**config.mk**
```make
export PLATFORM = sky130hd
export DESIGN_NAME = mdu_ex
export DESIGN_NICKNAME = d
export VERILOG_FILES = /design/src/rtl/mdu_ex.sv
export SDC_FILE = /design/constraint.sdc
export NUM_CORES = 1
export LEC_CHECK = 0
export CAP_MARGIN = 20
export CORE_AREA = 5 5 220 222
export CTS_CLUSTER_DIAMETER = 30
export DETAILED_ROUTE_END_ITERATION = 12
export DIE_AREA = 0 0 225 227
export GPL_TIMING_DRIVEN = 0
export PLACE_DENSITY = 0.78
export SYNTH_ARGS = -nofsm -noshare
export SYNTH_HDL_FRONTEND = slang
export SYNTH_SLANG_ARGS = --single-unit
export TNS_END_PERCENT = 100
```
**constraint.sdc**
```tcl
create_clock -name clock -period 5.59 [get_ports clock]
set_input_delay 1.3975 -clock clock [delete_from_list [all_inputs] [get_ports clock]]
set_output_delay 1.3975 -clock clock [all_outputs]
set_load 0.005 [all_outputs]
```
**src/rtl/mdu_ex.sv**
```systemverilog
// Iterative multiply/divide unit for the EX stage.
// Radix-2 shift-add multiply and restoring divide, one bit per cycle.
// The pipeline is frozen through stall from issue until the result is ready.
//
// Handshake: start is a level request held by EX. It is accepted only in IDLE.
// stall stays high from the accepting cycle through the last RUN cycle. In the
// single DONE cycle, done=1 and stall=0, so the pipeline advances on that edge
// while start is ignored. result_hi/lo are valid from DONE until the next
// operation completes.
module mdu_ex #(
    parameter int WIDTH = 32
) (
    input  logic             clock,
    input  logic             reset,
    input  logic             start,
    input  logic [1:0]       op,
    input  logic [WIDTH-1:0] operand_a,
    input  logic [WIDTH-1:0] operand_b,
    output logic             stall,
    output logic             busy,
    output logic             done,
    output logic [WIDTH-1:0] result_hi,
    output logic [WIDTH-1:0] result_lo,
    output logic [1:0]       dbg_state
);

    localparam int CW = $clog2(WIDTH) + 1;
    localparam logic [CW-1:0] LAST = CW'(WIDTH - 1);

    typedef enum logic [1:0] {
        S_IDLE = 2'd0,
        S_RUN  = 2'd1,
        S_DONE = 2'd2
    } state_t;

    state_t state, state_nxt;

    logic               is_div;
    logic               neg_lo;     // negate product / quotient
    logic               neg_hi;     // negate remainder (dividend sign)
    logic               div_zero;
    logic [WIDTH-1:0]   a_raw;
    logic [2*WIDTH-1:0] acc;
    logic [2*WIDTH-1:0] mcand;
    logic [WIDTH-1:0]   mplier;
    logic [WIDTH-1:0]   divisor;
    logic [WIDTH:0]     rem;
    logic [WIDTH-1:0]   quo;        // holds dividend bits, quotient shifts in at LSB
    logic [CW-1:0]      count;

    // Operand conditioning: signed ops work on magnitudes.
    logic             a_neg, b_neg;
    logic [WIDTH-1:0] a_abs, b_abs;
    assign a_neg = ~op[0] & operand_a[WIDTH-1];
    assign b_neg = ~op[0] & operand_b[WIDTH-1];
    assign a_abs = a_neg ? (~operand_a + 1'b1) : operand_a;
    assign b_abs = b_neg ? (~operand_b + 1'b1) : operand_b;

    // One iteration of each datapath, plus the final sign fixup.
    logic [2*WIDTH-1:0] acc_nxt, prod_fix;
    logic [WIDTH+1:0]   div_wide, div_diff;
    logic [WIDTH:0]     rem_nxt;
    logic [WIDTH-1:0]   quo_nxt, quo_fix, rem_fix;

    assign acc_nxt  = acc + (mplier[0] ? mcand : '0);
    assign div_wide = {rem, quo[WIDTH-1]};
    assign div_diff = div_wide - {2'b00, divisor};
    assign rem_nxt  = div_diff[WIDTH+1] ? div_wide[WIDTH:0] : div_diff[WIDTH:0];
    assign quo_nxt  = {quo[WIDTH-2:0], ~div_diff[WIDTH+1]};
    assign prod_fix = neg_lo ? (~acc_nxt + 1'b1) : acc_nxt;
    assign quo_fix  = neg_lo ? (~quo_nxt + 1'b1) : quo_nxt;
    assign rem_fix  = neg_hi ? (~rem_nxt[WIDTH-1:0] + 1'b1) : rem_nxt[WIDTH-1:0];

    // State register.
    always_ff @(posedge clock) begin
        if (reset) state <= S_IDLE;
        else       state <= state_nxt;
    end

    // Next-state and handshake outputs.
    always_comb begin
        state_nxt = state;
        stall     = 1'b0;
        case (state)
            S_IDLE: begin
                stall = start;
                if (start) state_nxt = S_RUN;
            end
            S_RUN: begin
                stall = 1'b1;
                if (count == LAST) state_nxt = S_DONE;
            end
            S_DONE:  state_nxt = S_IDLE;
            default: state_nxt = S_IDLE;
        endcase
    end

    assign busy      = (state != S_IDLE);
    assign done      = (state == S_DONE);
    assign dbg_state = state;

    // Datapath: latch operands on issue, iterate in RUN, register results on the last step.
    always_ff @(posedge clock) begin
        if (reset) begin
            is_div    <= 1'b0;
            neg_lo    <= 1'b0;
            neg_hi    <= 1'b0;
            div_zero  <= 1'b0;
            a_raw     <= '0;
            acc       <= '0;
            mcand     <= '0;
            mplier    <= '0;
            divisor   <= '0;
            rem       <= '0;
            quo       <= '0;
            count     <= '0;
            result_hi <= '0;
            result_lo <= '0;
        end else begin
            case (state)
                S_IDLE: begin
                    if (start) begin
                        is_div   <= op[1];
                        neg_lo   <= a_neg ^ b_neg;
                        neg_hi   <= a_neg;
                        div_zero <= op[1] & (operand_b == '0);
                        a_raw    <= operand_a;
                        acc      <= '0;
                        mcand    <= {{WIDTH{1'b0}}, a_abs};
                        mplier   <= b_abs;
                        divisor  <= b_abs;
                        rem      <= '0;
                        quo      <= a_abs;
                        count    <= '0;
                    end
                end
                S_RUN: begin
                    acc    <= acc_nxt;
                    mcand  <= {mcand[2*WIDTH-2:0], 1'b0};
                    mplier <= {1'b0, mplier[WIDTH-1:1]};
                    rem    <= rem_nxt;
                    quo    <= quo_nxt;
                    count  <= count + 1'b1;
                    if (count == LAST) begin
                        if (!is_div) begin
                            result_hi <= prod_fix[2*WIDTH-1:WIDTH];
                            result_lo <= prod_fix[WIDTH-1:0];
                        end else if (div_zero) begin
                            result_hi <= a_raw;
                            result_lo <= '1;
                        end else begin
                            result_hi <= rem_fix;
                            result_lo <= quo_fix;
                        end
                    end
                end
                default: ;
            endcase
        end
    end

endmodule

```
==> qor.csv <==
stage;metric;value;unit
worst_setup_path;timing.critical_path.from_type;flip-flop;
detailed_routing;avgViaCountPerCell;6.549;
worst_setup_path;setup.reg_to_reg.worst_slack;-0.04;ns
global_route;track_usage;38.95;%
synth;synth-edff-count;0;
worst_setup_path;setup.worst_path.start;mplier[0];
worst_setup_path;cp_arrival;6.14;ns
worst_setup_path;cp_max_fo;10;
detailed_routing;wl_per_cell;23.59;um
detailed_routing;post-route-drc-count;0;
final_layout;final_net_count;3923;
synth;seq_area_frac_synth;28.67;%
synth;synth.avg_cell_area;7.239;um^2
timing;unrepaired_setup_endpoints_after_global_routing;true;
timing;worst_pin_slew;1.205;ns
timing;setup_ws;-0.04113;ns
timing;finalSetupViolations;1;
detailed_routing;drt_pre_antenna_iters;6;
global_route;antenna_found_initial;1;
worst_setup_path;timing.critical_path.cells;buf_2, and2_1, ha_1, inv_1, fa_1, nand2b_1, a211oi_4, buf_4, o21ai_4, a21oi_2, o21ai_1, xnor2_2, or4_4, or4_4, or4_4, o31ai_2, xor2_1, nand2b_1, a32o_1;
power_and_ir_drop;cellLeakagePower;11.54;nW
final_layout;final_util;67.26;%
timing;report.final.slew_viol_count;0;
timing;share_of_the_clock_period_used_by_the_worst_path_after_layout;100.7;%
final_layout;layout-drive-gt1-share;7.302;%
timing;fmax;0.1776;GHz
clock_network;clkLatencyLatePin;0.63;ns
worst_setup_path;crit_path_end;result_hi[23];
synth;yosysUniqueCellTypes;96;
synth;yosysWarningCount;0;
worst_setup_path;timing.critical_path.required;6.09;ns
worst_setup_path;worst-path-stages;19;
floorplan;die_w;225;um
final_layout;area_growth_syn_to_layout;21.80;%
timing;slew_headroom;19.64;%
power_and_ir_drop;worst_ir_drop_vdd;0.3349;mV
synth;synth-async-reset-ratio;0;%
worst_setup_path;critical_path.endpoint_type;flip-flop;
timing;crit_path_time_final;5.631;ns
floorplan;placeableCoreArea;46160;um^2
power_and_ir_drop;power-per-cell-area;426.4;nW/um^2
detailed_routing;initialDrtViolationCount;3863;
worst_setup_path;regToRegStartpoint;mplier[0];
worst_setup_path;critical_path_s_largest_stage_delay;0.61;ns
timing;whs;0.4424;ns
placed_design;post_dp_cell_area;27630;um^2
timing;report.final.hold_viol_count;0;
clock_network;clock_tree.root_cell;clkbuf_16;
global_route;grt_first_pass_wirelength;155700;um
final_layout;design_area;31050;um^2
floorplan;chipHeight;227;um
detailed_routing;via_count;29007;
placed_design;place_hpwl;80180;um
synth;ys_seq_elements;365;
placed_design;globalplace.congestion;1.029;
floorplan;rows;79;
timing;timing.clock.skew;0.04252;ns
floorplan;ioPinCount;138;
clock_network;tritoncts;built;
clock_network;clkSlewWorstSetupHoldPaths;0.05;ns
global_route;global_route.overflow_total;0;
global_route;vias_in_the_first_global_route;26243;
worst_setup_path;ff_to_ff_end;result_hi[23];
min_path;worst_hold_path_type;flip-flop to flip-flop;
placed_design;port-buffer-count;137;
clock_network;cts.sink_count;365;
floorplan;starting_utilization_of_the_core_area;55.22;%
worst_setup_path;worst_path_most_repeated_cell;or4_4;
clock_network;htreeDepth;3;
run;maxCapViolCount;0;
synth;dominantRegCellSynth;dfxtp_1;
status;outcome;finished, violations left;
status;failed_checks;negative setup slack;
worst_setup_path;cp_slowest_cell;or4_4;
worst_setup_path;critical_path_class;flip-flop to flip-flop;
synth;synthesis.nets;3693;
worst_setup_path;critical_path.n_buffers_inverters;3;
clock_network;cts_inserted_buffers;86;
worst_setup_path;cpLargestDelayFamily;simple AND/OR/NAND/NOR gates;
clock_network;postCtsHoldBufs;0;
floorplan;design.die.area;51080;um^2
worst_setup_path;reg2regPathDepth;19;
clock_network;clockBufferDepth;3;
synth;syn_area;25490;um^2
detailed_routing;antenna_left;0;
detailed_routing;wirelength;104500;um
global_route;grt_start_max_net_pins;15;
synth;syn_inst;3521;
## per-layer routing
metal | wire [um] | vias up | GRT usage [%]
li1 | - | 13155 | -
met1 | 39800 | 13512 | 49.98
met2 | 44160 | 1927 | 59.11
met3 | 12070 | 413 | 8.549
met4 | 8429 | 0 | 25.83
met5 | 0 | - | 0
## synthesized netlist by cell type, types with 6 or more instances
master | number | area, um^2
and3_1 | 14 | 87.58
nor3_1 | 63 | 315.3
mux2i_1 | 30 | 300.3
ha_1 | 101 | 1264
xor2_1 | 82 | 718.2
nand2b_1 | 28 | 175.2
o211ai_1 | 37 | 277.8
or2_2 | 6 | 37.54
a31oi_1 | 121 | 757.0
or4_1 | 26 | 195.2
clkbuf_1 | 199 | 747.0
a221oi_1 | 7 | 61.31
nand3b_1 | 7 | 52.55
a211oi_1 | 27 | 202.7
buf_1 | 28 | 105.1
a21oi_1 | 382 | 1912
o21ai_1 | 22 | 110.1
dfxtp_1 | 365 | 7307
nand4_1 | 32 | 200.2
and2_1 | 80 | 500.5
a21o_1 | 46 | 345.3
o21a_1 | 20 | 150.1
o21bai_1 | 9 | 67.56
nand3_1 | 180 | 900.9
o221ai_1 | 33 | 289.0
o31ai_1 | 37 | 277.8
buf_2 | 11 | 55.05
nor4_1 | 32 | 200.2
nor2_1 | 293 | 1100
xnor2_1 | 165 | 1445
a22oi_1 | 53 | 397.9
or3_1 | 26 | 162.7
mux2_2 | 9 | 101.4
o41ai_1 | 22 | 192.7
o21ai_0 | 154 | 770.7
nand2_1 | 558 | 2095
inv_1 | 76 | 285.3
nor2b_1 | 15 | 93.84
## state kept, by name, summed over array words and instances, names as in the netlist
register,cells
a_raw,32
acc,64
count,6
dbg_state,2
div_zero,1
divisor,32
is_div,1
mcand,64
mplier,32
neg_hi,1
neg_lo,1
quo,32
rem,33
result_hi,32
result_lo,32
## placed cells by master, fill, tap and decap left out, types with 26 or more instances in the layout
cell type | Yosys | routed
a21o_1 | 46 | 46
a21oi_1 | 382 | 377
a22oi_1 | 53 | 53
a31oi_1 | 121 | 120
and2_1 | 80 | 80
clkbuf_1 | 199 | 188
clkbuf_16 | 0 | 87
clkdlybuf4s50_1 | 0 | 137
dfxtp_1 | 365 | 364
ha_1 | 101 | 100
inv_1 | 76 | 75
mux2i_1 | 30 | 29
nand2_1 | 558 | 557
nand2b_1 | 28 | 28
nand3_1 | 180 | 179
nand4_1 | 32 | 32
nor2_1 | 293 | 290
nor3_1 | 63 | 61
nor4_1 | 32 | 28
o211ai_1 | 37 | 37
o21ai_0 | 154 | 152
o221ai_1 | 33 | 33
o31ai_1 | 37 | 35
or3_1 | 26 | 26
xnor2_1 | 165 | 163
xor2_1 | 82 | 80
## worst min path at each step
stage | endpoint | start | cells after the start | slack (ns)
after floorplan | a_raw[11] | a_raw[11] | 2 | 0.43
after global placement | result_hi[10] | result_hi[10] | 2 | 0.44
after detailed placement | result_hi[10] | result_hi[10] | 2 | 0.44
after CTS | result_hi[10] | result_hi[10] | 2 | 0.44
after global routing | divisor[24] | divisor[24] | 2 | 0.47
final | result_hi[10] | result_hi[10] | 2 | 0.44
## per-stage QoR
step / setup TNS [ns] / cells / worst slack [ns] / total power [W]
after floorplan: 0 / 3521 / 0.3891 / 0.006229
after global placement: -41.50 / 4265 / -1.584 / 0.007647
after detailed placement: -39.82 / 4267 / -1.443 / 0.007646
after CTS: 0 / 4432 / 0.001513 / 0.01295
after global routing: -0.4096 / 4428 / -0.07209 / 0.01371
final: -0.04113 / 4429 / -0.04113 / 0.01324
## tightest hold or removal path, stage by stage, from the launching register on
cell and delay (ns):
dfxtp_1 0.30, nand2_1 0.05, nand2_1 0.04
## cells by family after synthesis
group / Yosys count / synth area share, %
and+or+nand+nor: 1394 / 25.27
AOI/OAI and AO/OA: 1057 / 26.18
adders and majority gates: 103 / 5.115
xor gates and xnor gates: 247 / 8.487
buffers and inverters: 316 / 4.707
DFF: 365 / 28.67
muxes: 39 / 1.576
## where the power goes
group | internal, W | total (W) | leakage (nW) | switching, W
clock | 0.00358 | 0.00526 | 1.49 | 0.00168
combinational | 0.00172 | 0.00505 | 7.09 | 0.00333
sequential | 0.00275 | 0.00293 | 2.97 | 0.000177
total | 0.00805 | 0.0132 | 11.5 | 0.00519
## repair_timing
action                                  4_1_cts  5_1_grt
endpoints found under the setup margin       50       32
resized for setup                            29       44
setup buffers                                 9        6
pin swaps                                     3        6
## layout make-up
cell class	count	area [um^2]
Antenna cell	1	2.502
Clock inverter	45	598.1
Multi-Input combinational cell	2840	17250
Inverter	78	292.8
Buffer	226	889.6
Fill cell	4089	15110
Tap cell	607	759.5
Sequential cell	365	7311
Timing Repair Buffer	154	1494
Clock buffer	113	2455
No activity file was read; power rests on OpenSTA's default activity.
